==> src/rtl/spi_regbank_if.sv <==
// spi_regbank_if: SPI pin bundle plus register-bank outputs of spi_regbank.
//   sclk/ncs/copi : SPI controller -> target (raw, asynchronous to clk)
//   cipo/cipo_oe  : SPI target -> controller read data and its output enable
//   regs_out      : flattened register file, reg i at [i*DATA_W +: DATA_W]
//   wr_valid/wr_addr/frame_err : commit pulse, last committed address, frame error pulse
interface spi_regbank_if #(
  parameter int unsigned NUM_REGS = 8,
  parameter int unsigned DATA_W   = 8,
  parameter int unsigned ADDR_W   = 7
);
  logic                         sclk;
  logic                         ncs;
  logic                         copi;
  logic                         cipo;
  logic                         cipo_oe;
  logic [NUM_REGS*DATA_W-1:0]   regs_out;
  logic                         wr_valid;
  logic [ADDR_W-1:0]            wr_addr;
  logic                         frame_err;

  // Register bank side
  modport slave (
    input  sclk, ncs, copi,
    output cipo, cipo_oe, regs_out, wr_valid, wr_addr, frame_err
  );

  // Controller / consumer side
  modport master (
    output sclk, ncs, copi,
    input  cipo, cipo_oe, regs_out, wr_valid, wr_addr, frame_err
  );
endinterface

==> src/rtl/spi_regbank.sv <==
// spi_regbank: mode-0 SPI target register bank running entirely in the clk domain.
// Frame (MSB first): R/W (1=write) | address (ADDR_W) | data (DATA_W).
// Writes commit on ncs rise only after an exact-length, in-range frame; reads
// shift a snapshot of the addressed register out on CIPO.
//   clk, rst_n : system clock, asynchronous active-low reset
//   io_bus     : spi_regbank_if slave modport (SPI pins and register outputs)
module spi_regbank #(
  parameter int unsigned NUM_REGS    = 8,
  parameter int unsigned DATA_W      = 8,
  parameter int unsigned ADDR_W      = 7,
  parameter int unsigned SYNC_STAGES = 2
) (
  input  logic           clk,
  input  logic           rst_n,
  spi_regbank_if.slave   io_bus
);

  localparam int unsigned FRAME   = 1 + ADDR_W + DATA_W;
  localparam int unsigned CMD_LEN = 1 + ADDR_W;
  localparam int unsigned CNT_W   = $clog2(FRAME + 2);
  localparam int unsigned FILL_W  = $clog2(SYNC_STAGES + 1);
  localparam int unsigned LEFT_W  = $clog2(DATA_W + 1);

  typedef enum logic [1:0] {
    S_IDLE,
    S_CMD,
    S_DATA,
    S_OVER
  } state_t;

  // Synchronisers: index 0 is the newest sample, SYNC_STAGES-1 the oldest
  logic [SYNC_STAGES-1:0]      r_sclk_sync;
  logic [SYNC_STAGES-1:0]      r_ncs_sync;
  logic [SYNC_STAGES-1:0]      r_copi_sync;
  logic [FILL_W-1:0]           r_fill;

  state_t                      r_state;
  logic [CNT_W-1:0]            r_cnt;
  logic [FRAME-1:0]            r_sh;
  logic [DATA_W-1:0]           r_shadow;
  logic [LEFT_W-1:0]           r_left;
  logic [NUM_REGS*DATA_W-1:0]  r_regs_out;
  logic                        r_cipo;
  logic                        r_cipo_oe;
  logic                        r_wr_pend;
  logic                        r_err_pend;
  logic [ADDR_W-1:0]           r_wr_addr_pend;
  logic                        r_wr_valid;
  logic [ADDR_W-1:0]           r_wr_addr;
  logic                        r_frame_err;

  logic                        w_live;
  logic                        w_sclk_rise;
  logic                        w_sclk_fall;
  logic                        w_ncs_fall;
  logic                        w_ncs_rise;
  logic                        w_copi_bit;
  logic [FRAME-1:0]            w_sh_next;
  logic [CNT_W-1:0]            w_cnt_inc;
  logic                        w_rw;
  logic [ADDR_W-1:0]           w_addr;
  logic [DATA_W-1:0]           w_data;
  logic [ADDR_W-1:0]           w_ld_addr;
  logic [DATA_W-1:0]           w_rd_val;

  function automatic logic f_in_range(input logic [ADDR_W-1:0] a);
    return ({1'b0, a} < (ADDR_W+1)'(NUM_REGS));
  endfunction

  // Input synchronisers; r_fill masks edges until every stage holds a real sample,
  // so reset values can never fake an ncs fall (a frame needs a fresh ncs fall).
  always_ff @(posedge clk or negedge rst_n) begin
    if (!rst_n) begin
      r_sclk_sync <= '0;
      r_ncs_sync  <= '1;
      r_copi_sync <= '0;
      r_fill      <= '0;
    end else begin
      r_sclk_sync <= {r_sclk_sync[SYNC_STAGES-2:0], io_bus.sclk};
      r_ncs_sync  <= {r_ncs_sync[SYNC_STAGES-2:0],  io_bus.ncs};
      r_copi_sync <= {r_copi_sync[SYNC_STAGES-2:0], io_bus.copi};
      if (r_fill != FILL_W'(SYNC_STAGES)) r_fill <= r_fill + FILL_W'(1);
    end
  end

  // Single-cycle edge events from the last two stages
  assign w_live      = (r_fill == FILL_W'(SYNC_STAGES));
  assign w_sclk_rise = w_live &  r_sclk_sync[SYNC_STAGES-2] & ~r_sclk_sync[SYNC_STAGES-1];
  assign w_sclk_fall = w_live & ~r_sclk_sync[SYNC_STAGES-2] &  r_sclk_sync[SYNC_STAGES-1];
  assign w_ncs_fall  = w_live & ~r_ncs_sync[SYNC_STAGES-2]  &  r_ncs_sync[SYNC_STAGES-1];
  assign w_ncs_rise  = w_live &  r_ncs_sync[SYNC_STAGES-2]  & ~r_ncs_sync[SYNC_STAGES-1];
  assign w_copi_bit  = r_copi_sync[SYNC_STAGES-1];

  assign w_sh_next = {r_sh[FRAME-2:0], w_copi_bit};
  assign w_cnt_inc = (r_cnt == CNT_W'(FRAME + 1)) ? r_cnt : r_cnt + CNT_W'(1);

  // Fields of a completed frame, valid when r_cnt == FRAME
  assign w_rw   = r_sh[FRAME-1];
  assign w_addr = r_sh[DATA_W +: ADDR_W];
  assign w_data = r_sh[DATA_W-1:0];

  // Address as it completes on the current sclk rise; out-of-range reads as zero
  assign w_ld_addr = w_sh_next[ADDR_W-1:0];
  always_comb begin
    w_rd_val = '0;
    for (int i = 0; i < int'(NUM_REGS); i++) begin
      if (w_ld_addr == ADDR_W'(i)) w_rd_val = r_regs_out[i*DATA_W +: DATA_W];
    end
  end

  // Frame FSM, register file, read shifter and registered status outputs
  always_ff @(posedge clk or negedge rst_n) begin
    if (!rst_n) begin
      r_state        <= S_IDLE;
      r_cnt          <= '0;
      r_sh           <= '0;
      r_shadow       <= '0;
      r_left         <= '0;
      r_regs_out     <= '0;
      r_cipo         <= 1'b0;
      r_cipo_oe      <= 1'b0;
      r_wr_pend      <= 1'b0;
      r_err_pend     <= 1'b0;
      r_wr_addr_pend <= '0;
      r_wr_valid     <= 1'b0;
      r_wr_addr      <= '0;
      r_frame_err    <= 1'b0;
    end else begin
      // Commit/evaluate decisions surface as pulses one cycle after the ncs-rise cycle
      r_wr_valid <= r_wr_pend;
      r_frame_err <= r_err_pend;
      if (r_wr_pend) r_wr_addr <= r_wr_addr_pend;
      r_wr_pend  <= 1'b0;
      r_err_pend <= 1'b0;

      if (w_ncs_rise) begin
        // ncs rise wins over a coincident sclk rise: that bit is dropped
        r_state   <= S_IDLE;
        r_cnt     <= '0;
        r_cipo    <= 1'b0;
        r_cipo_oe <= 1'b0;
        r_left    <= '0;
        if (r_state != S_IDLE) begin
          if (r_cnt == CNT_W'(FRAME)) begin
            if (!f_in_range(w_addr)) begin
              r_err_pend <= 1'b1;
            end else if (w_rw) begin
              for (int i = 0; i < int'(NUM_REGS); i++) begin
                if (w_addr == ADDR_W'(i)) r_regs_out[i*DATA_W +: DATA_W] <= w_data;
              end
              r_wr_pend      <= 1'b1;
              r_wr_addr_pend <= w_addr;
            end
          end else if (r_cnt != '0) begin
            r_err_pend <= 1'b1;
          end
        end
      end else begin
        case (r_state)
          S_IDLE: begin
            if (w_ncs_fall) begin
              r_state <= S_CMD;
              r_cnt   <= '0;
              r_sh    <= '0;
            end
          end
          default: begin
            if (w_sclk_rise) begin
              r_cnt <= w_cnt_inc;
              r_sh  <= w_sh_next;
              if (r_state == S_CMD && w_cnt_inc == CNT_W'(CMD_LEN)) begin
                r_state <= S_DATA;
                // Read: snapshot now so later writes cannot disturb this transfer
                if (!w_sh_next[ADDR_W]) begin
                  r_shadow  <= w_rd_val;
                  r_left    <= LEFT_W'(DATA_W);
                  r_cipo    <= w_rd_val[DATA_W-1];
                  r_cipo_oe <= 1'b1;
                end
              end else if (r_state == S_DATA && w_cnt_inc == CNT_W'(FRAME + 1)) begin
                r_state <= S_OVER;
              end
            end
            // First fall after the load re-presents the MSB; zeros after DATA_W bits
            if (w_sclk_fall && r_cipo_oe) begin
              if (r_left != '0) begin
                r_cipo   <= r_shadow[DATA_W-1];
                r_shadow <= r_shadow << 1;
                r_left   <= r_left - LEFT_W'(1);
              end else begin
                r_cipo <= 1'b0;
              end
            end
          end
        endcase
      end
    end
  end

  assign io_bus.cipo      = r_cipo;
  assign io_bus.cipo_oe   = r_cipo_oe;
  assign io_bus.regs_out  = r_regs_out;
  assign io_bus.wr_valid  = r_wr_valid;
  assign io_bus.wr_addr   = r_wr_addr;
  assign io_bus.frame_err = r_frame_err;

endmodule

==> src/flat_wrapper.sv <==
// flat-port wrapper written by rule: the top's interface ports become plain ports
module spi_regbank_flat 
#(
  parameter int unsigned NUM_REGS    = 8,
  parameter int unsigned DATA_W      = 8,
  parameter int unsigned ADDR_W      = 7,
  parameter int unsigned SYNC_STAGES = 2
)
  (clk, rst_n, io_bus_sclk, io_bus_ncs, io_bus_copi, io_bus_cipo, io_bus_cipo_oe, io_bus_regs_out, io_bus_wr_valid, io_bus_wr_addr, io_bus_frame_err);
  spi_regbank_if #(.NUM_REGS(NUM_REGS), .DATA_W(DATA_W), .ADDR_W(ADDR_W)) io_bus_i ();
  input  logic clk;
  input  logic rst_n;
  input wire logic [$bits(io_bus_i.sclk)-1:0] io_bus_sclk;
  input wire logic [$bits(io_bus_i.ncs)-1:0] io_bus_ncs;
  input wire logic [$bits(io_bus_i.copi)-1:0] io_bus_copi;
  output wire logic [$bits(io_bus_i.cipo)-1:0] io_bus_cipo;
  output wire logic [$bits(io_bus_i.cipo_oe)-1:0] io_bus_cipo_oe;
  output wire logic [$bits(io_bus_i.regs_out)-1:0] io_bus_regs_out;
  output wire logic [$bits(io_bus_i.wr_valid)-1:0] io_bus_wr_valid;
  output wire logic [$bits(io_bus_i.wr_addr)-1:0] io_bus_wr_addr;
  output wire logic [$bits(io_bus_i.frame_err)-1:0] io_bus_frame_err;
  assign io_bus_i.sclk = io_bus_sclk;
  assign io_bus_i.ncs = io_bus_ncs;
  assign io_bus_i.copi = io_bus_copi;
  assign io_bus_cipo = io_bus_i.cipo;
  assign io_bus_cipo_oe = io_bus_i.cipo_oe;
  assign io_bus_regs_out = io_bus_i.regs_out;
  assign io_bus_wr_valid = io_bus_i.wr_valid;
  assign io_bus_wr_addr = io_bus_i.wr_addr;
  assign io_bus_frame_err = io_bus_i.frame_err;
  spi_regbank #(.NUM_REGS(NUM_REGS), .DATA_W(DATA_W), .ADDR_W(ADDR_W), .SYNC_STAGES(SYNC_STAGES)) u_core (.clk(clk), .rst_n(rst_n), .io_bus(io_bus_i));
endmodule
==> config.mk <==
export PLATFORM = sky130hd
export DESIGN_NAME = spi_regbank_flat
export DESIGN_NICKNAME = d
export VERILOG_FILES = /design/src/rtl/spi_regbank_if.sv /design/src/rtl/spi_regbank.sv /design/src/flat_wrapper.sv
export SDC_FILE = /design/constraint.sdc
export NUM_CORES = 1
export LEC_CHECK = 0
export CORE_MARGIN = 2
export CORE_UTILIZATION = 41
export DETAILED_ROUTE_END_ITERATION = 16
export DONT_BUFFER_PORTS = 1
export SYNTH_ARGS = -nofsm -noshare
export SYNTH_HDL_FRONTEND = slang
export SYNTH_SLANG_ARGS = --single-unit
==> constraint.sdc <==
create_clock -name clk -period 4 [get_ports clk]
set_clock_uncertainty 0.1 [all_clocks]
set_input_delay 1.2 -clock clk [delete_from_list [all_inputs] [get_ports clk]]
set_output_delay 1.2 -clock clk [all_outputs]
set_load 0.02 [all_outputs]
Word-level counts from Yosys, hierarchy flattened
Cells that the tools add are included.
Operators by class
  equality and inequality tests: 27
  add/subtract/negate cells: 3
  order comparisons: 1
  reductions and logical operators: 31
  bitwise operators: 14
  muxes and demuxes: 56
Operators with widths (number)
  two-way mux 8 bit: 13
  == test 7 x 3 -> 1 bit, second input constant: 8
  two-way mux 16 bit: 3
  AND reduction 6 bit: 8
  == test 7 x 2 -> 1 bit, second input constant: 4
  two-way mux 4 bit: 7
  two-way mux 5 bit: 5
  two-way mux 1 bit: 22
  == test 5 bit, second input constant: 3
  == test 7 x 1 -> 1 bit, second input constant: 2
  logical NOT 7 bit: 2
  two-way mux 2 bit: 6
  nonzero test 3 bit: 3
  AND 1 bit: 8
  AND reduction 4 bit: 2
  nonzero test 2 bit: 4
  nonzero test 4 bit: 2
  less-than comparator 7 x 4 -> 1 bit, second input constant: 1
  NOT 1 bit: 6
  AND reduction 3 bit: 2
  adder 5 x 1 -> 5 bit, second input constant: 1
  == test 5 x 4 -> 1 bit, second input constant: 1
  AND reduction 5 bit: 1
  nonzero test 5 bit: 1
  other kinds (11): 17
Storage, ports and cells
  input port bits: 5
  output and inout bits: 75
  logic and storage cells: 157
  bits in registers: 127

Longest topological paths before layout
  depth after elaboration: 15
  gate-level depth with buffers: 10
  depth with buffers taken out: 7

Worst setup path after synthesis
No wires, ideal clock.
  kind: register to register
  start: register u_core.r_fill[0]
  end: register u_core.r_regs_out[24], in the netlist u_core.io_bus.regs_out[24]
  period minus slack after synthesis: 2361 ps
  setup time: 125 ps
  path slack: 1639 ps
  stages on the path, launching flop included: 11
  buffers on the path: 3
  arrival time: 2136 ps
  data required time: 3775 ps
  path through: dfrtp_1 inv_1 ha_1 and3b_1 clkbuf_2 nand3_1 or2_1 buf_2 or3_1 buf_6 mux2_4
Between the ends
  word-level cells in the longest chain between the ends: 4
RTL lines
  start: declaration: RTL line spi_regbank.sv:35  | logic [FILL_W-1:0] r_fill;
  start signal: assignment: RTL line spi_regbank.sv:82  | if (r_fill != FILL_W'(SYNC_STAGES)) r_fill <= r_fill + FILL_W'(1);
  == test 2 bit: RTL line spi_regbank.sv:87  | assign w_live = (r_fill == FILL_W'(SYNC_STAGES));
  AND 1 bit (2 in series): RTL line spi_regbank.sv:91  | assign w_ncs_rise = w_live & r_ncs_sync[SYNC_STAGES-2] & ~r_ncs_sync[SYNC_STAGES-1];
  AND reduction 6 bit (no source line)
  end signal: indexed assignment: RTL line spi_regbank.sv:149  | if (w_addr == ADDR_W'(i)) r_regs_out[i*DATA_W +: DATA_W] <= w_data;
  end: declaration: RTL line spi_regbank.sv:42  | logic [NUM_REGS*DATA_W-1:0] r_regs_out;
No other way between the ends.
A chain may end at the register's enable or synchronous reset.

Worst setup path after layout
  start: register u_core.r_fill[0]
  end: register u_core.r_regs_out[19], in the netlist u_core.io_bus.regs_out[19]
The elaborated chain is that of the path after synthesis.

==> flow_summary.rst <==
.. list-table::
   :header-rows: 1

   * - Metric
     - Value
   * - Die area
     - 15700 µm²
   * - Yosys warning count
     - 0
   * - Number of H-tree levels
     - 4
   * - Clock root buffer
     - clkbuf_16
   * - Remaining Overflow, GRT
     - 0
   * - Highest Clock Rate
     - 320 MHz
   * - Async set-reset flop share out of synthesis
     - 100%
   * - Tcrit/Tclk final
     - 78.0%
   * - Buffers from clock root to sink, at most
     - 2
   * - Cells along the critical path
     - inv_1 > ha_1 > and3b_1 > nand3_1 > or2_1 > nor4b_4 > mux2_2
   * - Placeable core region
     - 14500 µm²
   * - Via count of the first global-routing pass
     - 3944
   * - Capturing element type of the critical path
     - register
   * - Endpoint required time on the critical path
     - 4.20 ns
   * - Outcome
     - finished clean
   * - Worst stage delay on the critical path
     - 0.80 ns
   * - Initial DRC count
     - 223
   * - Arrival time at the worst endpoint
     - approximately 3.3 ns
   * - Cell internal pwr
     - 2480 µW
   * - Syn_nets
     - between 400 and 500
   * - Clock-pin transition on the worst setup and hold timing paths
     - 0.06 ns
   * - Placed Cells incl. Taps
     - 644
   * - Register area share after synthesis
     - 52.7%
   * - ANT cells
     - 0
   * - Final setup vio count
     - 0
   * - Starting density of the core
     - 41.7%
   * - Maximum number of pins on one net before global-route repair
     - 128
   * - Post-CTS Resized
     - 0
   * - Tot GR Track Use
     - 18.7%
   * - Kind of start point of the critical path
     - register
   * - Number of synthesized flops with an enable pin
     - 0
   * - Crit Path Class
     - reg2reg
   * - First-pass GRT wire length
     - 22600 µm
   * - Worst Hold Path Cells
     - 0
   * - Number of buffers added on ports
     - 0
   * - Initial antenna violation count
     - 0
   * - Number of vias after detailed routing
     - 3829
   * - Top-level port count
     - 80
   * - Die X
     - 125 µm
   * - Count of maximum capacitance violations
     - 0
   * - Total power divided by cell area
     - 508 nW/µm²
   * - Post-detailed-route count of antenna-violating nets
     - 0
   * - Synthesized area per cell
     - 12.4 µm²
   * - Flip-flop cell with the highest count after synthesis
     - dfrtp_1
   * - Routed wire length
     - 13900 µm
   * - Share of layout cells above drive strength 1
     - 29.3%
   * - Non-filler instance count after layout
     - 675
   * - Wire length per cell after detailed routing
     - 20.5 µm
   * - Switching Share
     - 28.3%
   * - Area of the mapped netlist
     - between 6000 and 7000 µm²
   * - Gate power share
     - 12.5%
   * - Maximum ir drop on the vdd rail
     - roughly 280 µV
   * - Flip-flop and latch count after synthesis
     - 127
   * - Total clock sinks
     - 127
   * - Post-route setup TNS
     - 0 ns
   * - Post-detailed-route DRC marker count
     - 0
   * - Unrepaired setup endpoints after global routing
     - false
   * - Vias per inst
     - 5.67
   * - Die Ht
     - 125 µm
   * - Min Hold Slack
     - 0.249 ns
   * - Part of the total power dissipated in sequential elements
     - 42.0%
   * - Post-CTS Setup Inserts
     - 0
   * - Hold_buf cts
     - 0
   * - Leakage power figure
     - 0.00307 µW
   * - Final number of hold-violating endpoints
     - 0
   * - Final count of pins violating max slew
     - 0
   * - Path class of the lowest-slack min-delay path
     - reg2reg
   * - Share of the core filled with cells in the final layout
     - 46.9%
   * - Row Count
     - 44
   * - Relative slew slack
     - 28.2%
   * - Slew at the pin with the worst max-slew slack
     - 1.08 ns
   * - Post-synthesis cell count
     - 485
   * - Number of iterations in the first detailed-routing pass
     - 5
   * - HPWL after DPL
     - just over 9000 µm
   * - Clk_lat worst skew
     - 0.42 ns
   * - Clock share of power
     - between 40% and 50%
   * - Total clock buffers created by CTS
     - 17
   * - Register-to-Register Path Depth
     - 7
   * - GPL Wtd Cong
     - 0.800
   * - Switching pwr
     - 975 µW
   * - Number of distinct library cell variants in the gate-level netlist after synthesis
     - 65
   * - Largest fanout of any net on the critical path
     - 12
   * - Cell with the biggest individual delay on the critical path
     - nor4b_4
   * - Final-stage net count
     - just under 500
   * - Clock tree from TritonCTS
     - built
   * - Synthesis-to-layout area growth
     - 12.6%
   * - Time the final worst path needs with I/O delays and setup
     - approximately 3.1 ns
-- critical path: cells and delay by family (launching register included) --
| kind | cells | cell delay (ns) |
|---|---|---|
| AND/OR/NAND/NOR | 4 | 1.65 |
| multiplexers | 1 | 0.41 |
| flip-flops | 1 | 0.39 |
| adder cells (fa/ha/maj) | 1 | 0.37 |
| buffers and inverters | 1 | 0.06 |
-- through the flow --
step	total power (µW)	cell area [µm²]	setup WS (ns)
floorplan	1770	6040	1.64
global placement	1890	6190	0.970
detailed placement	1900	6190	0.862
CTS	3480	6800	0.846
global route	3590	6800	0.718
finish	3450	6800	0.879
-- Yosys cell counts, types with 6 or more instances --
| library cell | number | area share [%] |
|---|---|---|
| a21oi_1 | 12 | 0.99 |
| a2bb2oi_1 | 6 | 0.87 |
| buf_2 | 7 | 0.58 |
| clkbuf_1 | 20 | 1.2 |
| dfrtp_1 | 125 | 52 |
| inv_1 | 11 | 0.68 |
| mux2_2 | 67 | 12 |
| mux2_4 | 8 | 2.0 |
| mux2i_1 | 11 | 1.8 |
| mux4_2 | 14 | 5.2 |
| nand2_1 | 41 | 2.5 |
| nand2b_1 | 8 | 0.83 |
| nor2_1 | 17 | 1.1 |
| nor2b_1 | 11 | 1.1 |
| nor3_1 | 6 | 0.50 |
| o21ai_0 | 27 | 2.2 |
| o22ai_1 | 8 | 0.83 |
-- layout by cell type (no fill, tap or decap), types with 6 or more instances in the layout --
master	instances
mux2_2	67
dfrtp_1	125
mux2_4	8
buf_4	9
clkbuf_16	17
o21ai_0	27
nor2b_1	11
nor3_1	6
a21oi_1	12
inv_1	11
nand2b_1	8
nor2_1	17
a2bb2oi_1	6
mux4_2	14
mux2i_1	11
nand2_1	41
o22ai_1	8
-- power groups by stage --
stage          clock (µW)  combinational, µW  sequential (µW)
5_1_grt              1650                480             1460
2_1_floorplan           0                379             1390
3_3_place_gp            0                424             1470
6_report             1570                433             1450
3_5_place_dp            0                428             1470
4_1_cts              1600                433             1450
-- final timing paths --
check	startpoint	endpoint	slack, ns
max in group asynchronous	rst_n	u_core.r_ncs_sync[1]	3.15
max	u_core.r_fill[0]	u_core.io_bus.regs_out[19]	0.88
max reg2reg	u_core.r_fill[0]	u_core.io_bus.regs_out[19]	0.88
min in group asynchronous	rst_n	u_core.io_bus.regs_out[47]	0.38
min reg2reg	u_core.r_err_pend	u_core.io_bus.frame_err	0.25
min	u_core.r_err_pend	u_core.io_bus.frame_err	0.25
-- registers in the layout, indices dropped and copies added, names as in the netlist, 2 cells and up --
register                flops
u_core.io_bus.regs_out     64
u_core.r_sh                16
u_core.r_shadow             8
u_core.io_bus.wr_addr       7
u_core.r_wr_addr_pend       7
u_core.r_cnt                5
u_core.r_left               4
u_core.r_copi_sync          2
u_core.r_fill               2
u_core.r_ncs_sync           2
u_core.r_sclk_sync          2
u_core.r_state              2
-- per-layer routing --
layer / vias to the layer above / GRT usage, % / share of wire [%]
met5: - / 0 / 0
met4: 0 / 6.21 / 0.68
met3: 8 / 7.96 / 8.0
met2: 108 / 29.1 / 49
met1: 1961 / 23.6 / 43
li1: 1752 / - / -
-- kinds of logic (layout without fill, tap and decap cells) --
kind of cell | count (synthesis) | after routing | synth area share, %
xor gates and xnor gates | 3 | 3 | 0.435
muxes | 101 | 101 | 21.7
buffers and inverters | 45 | 51 | 3.09
DFF | 127 | 127 | 52.7
adders and majority gates | 5 | 5 | 1.04
AOI/OAI and AO/OA | 80 | 80 | 8.50
and+or+nand+nor | 124 | 124 | 12.5
-- layout make-up --
| type | instances | area, µm² |
|---|---|---|
| fill | 1283 | 7680 |
| sequential | 127 | 3180 |
| multi-input combinational | 313 | 2670 |
| clock buffer | 18 | 439 |
| tap | 184 | 230 |
| clock inverter | 13 | 164 |
| timing repair buffer | 9 | 67.6 |
| inverter | 11 | 41.3 |
Note: power is estimated with default switching activity, not from simulation.
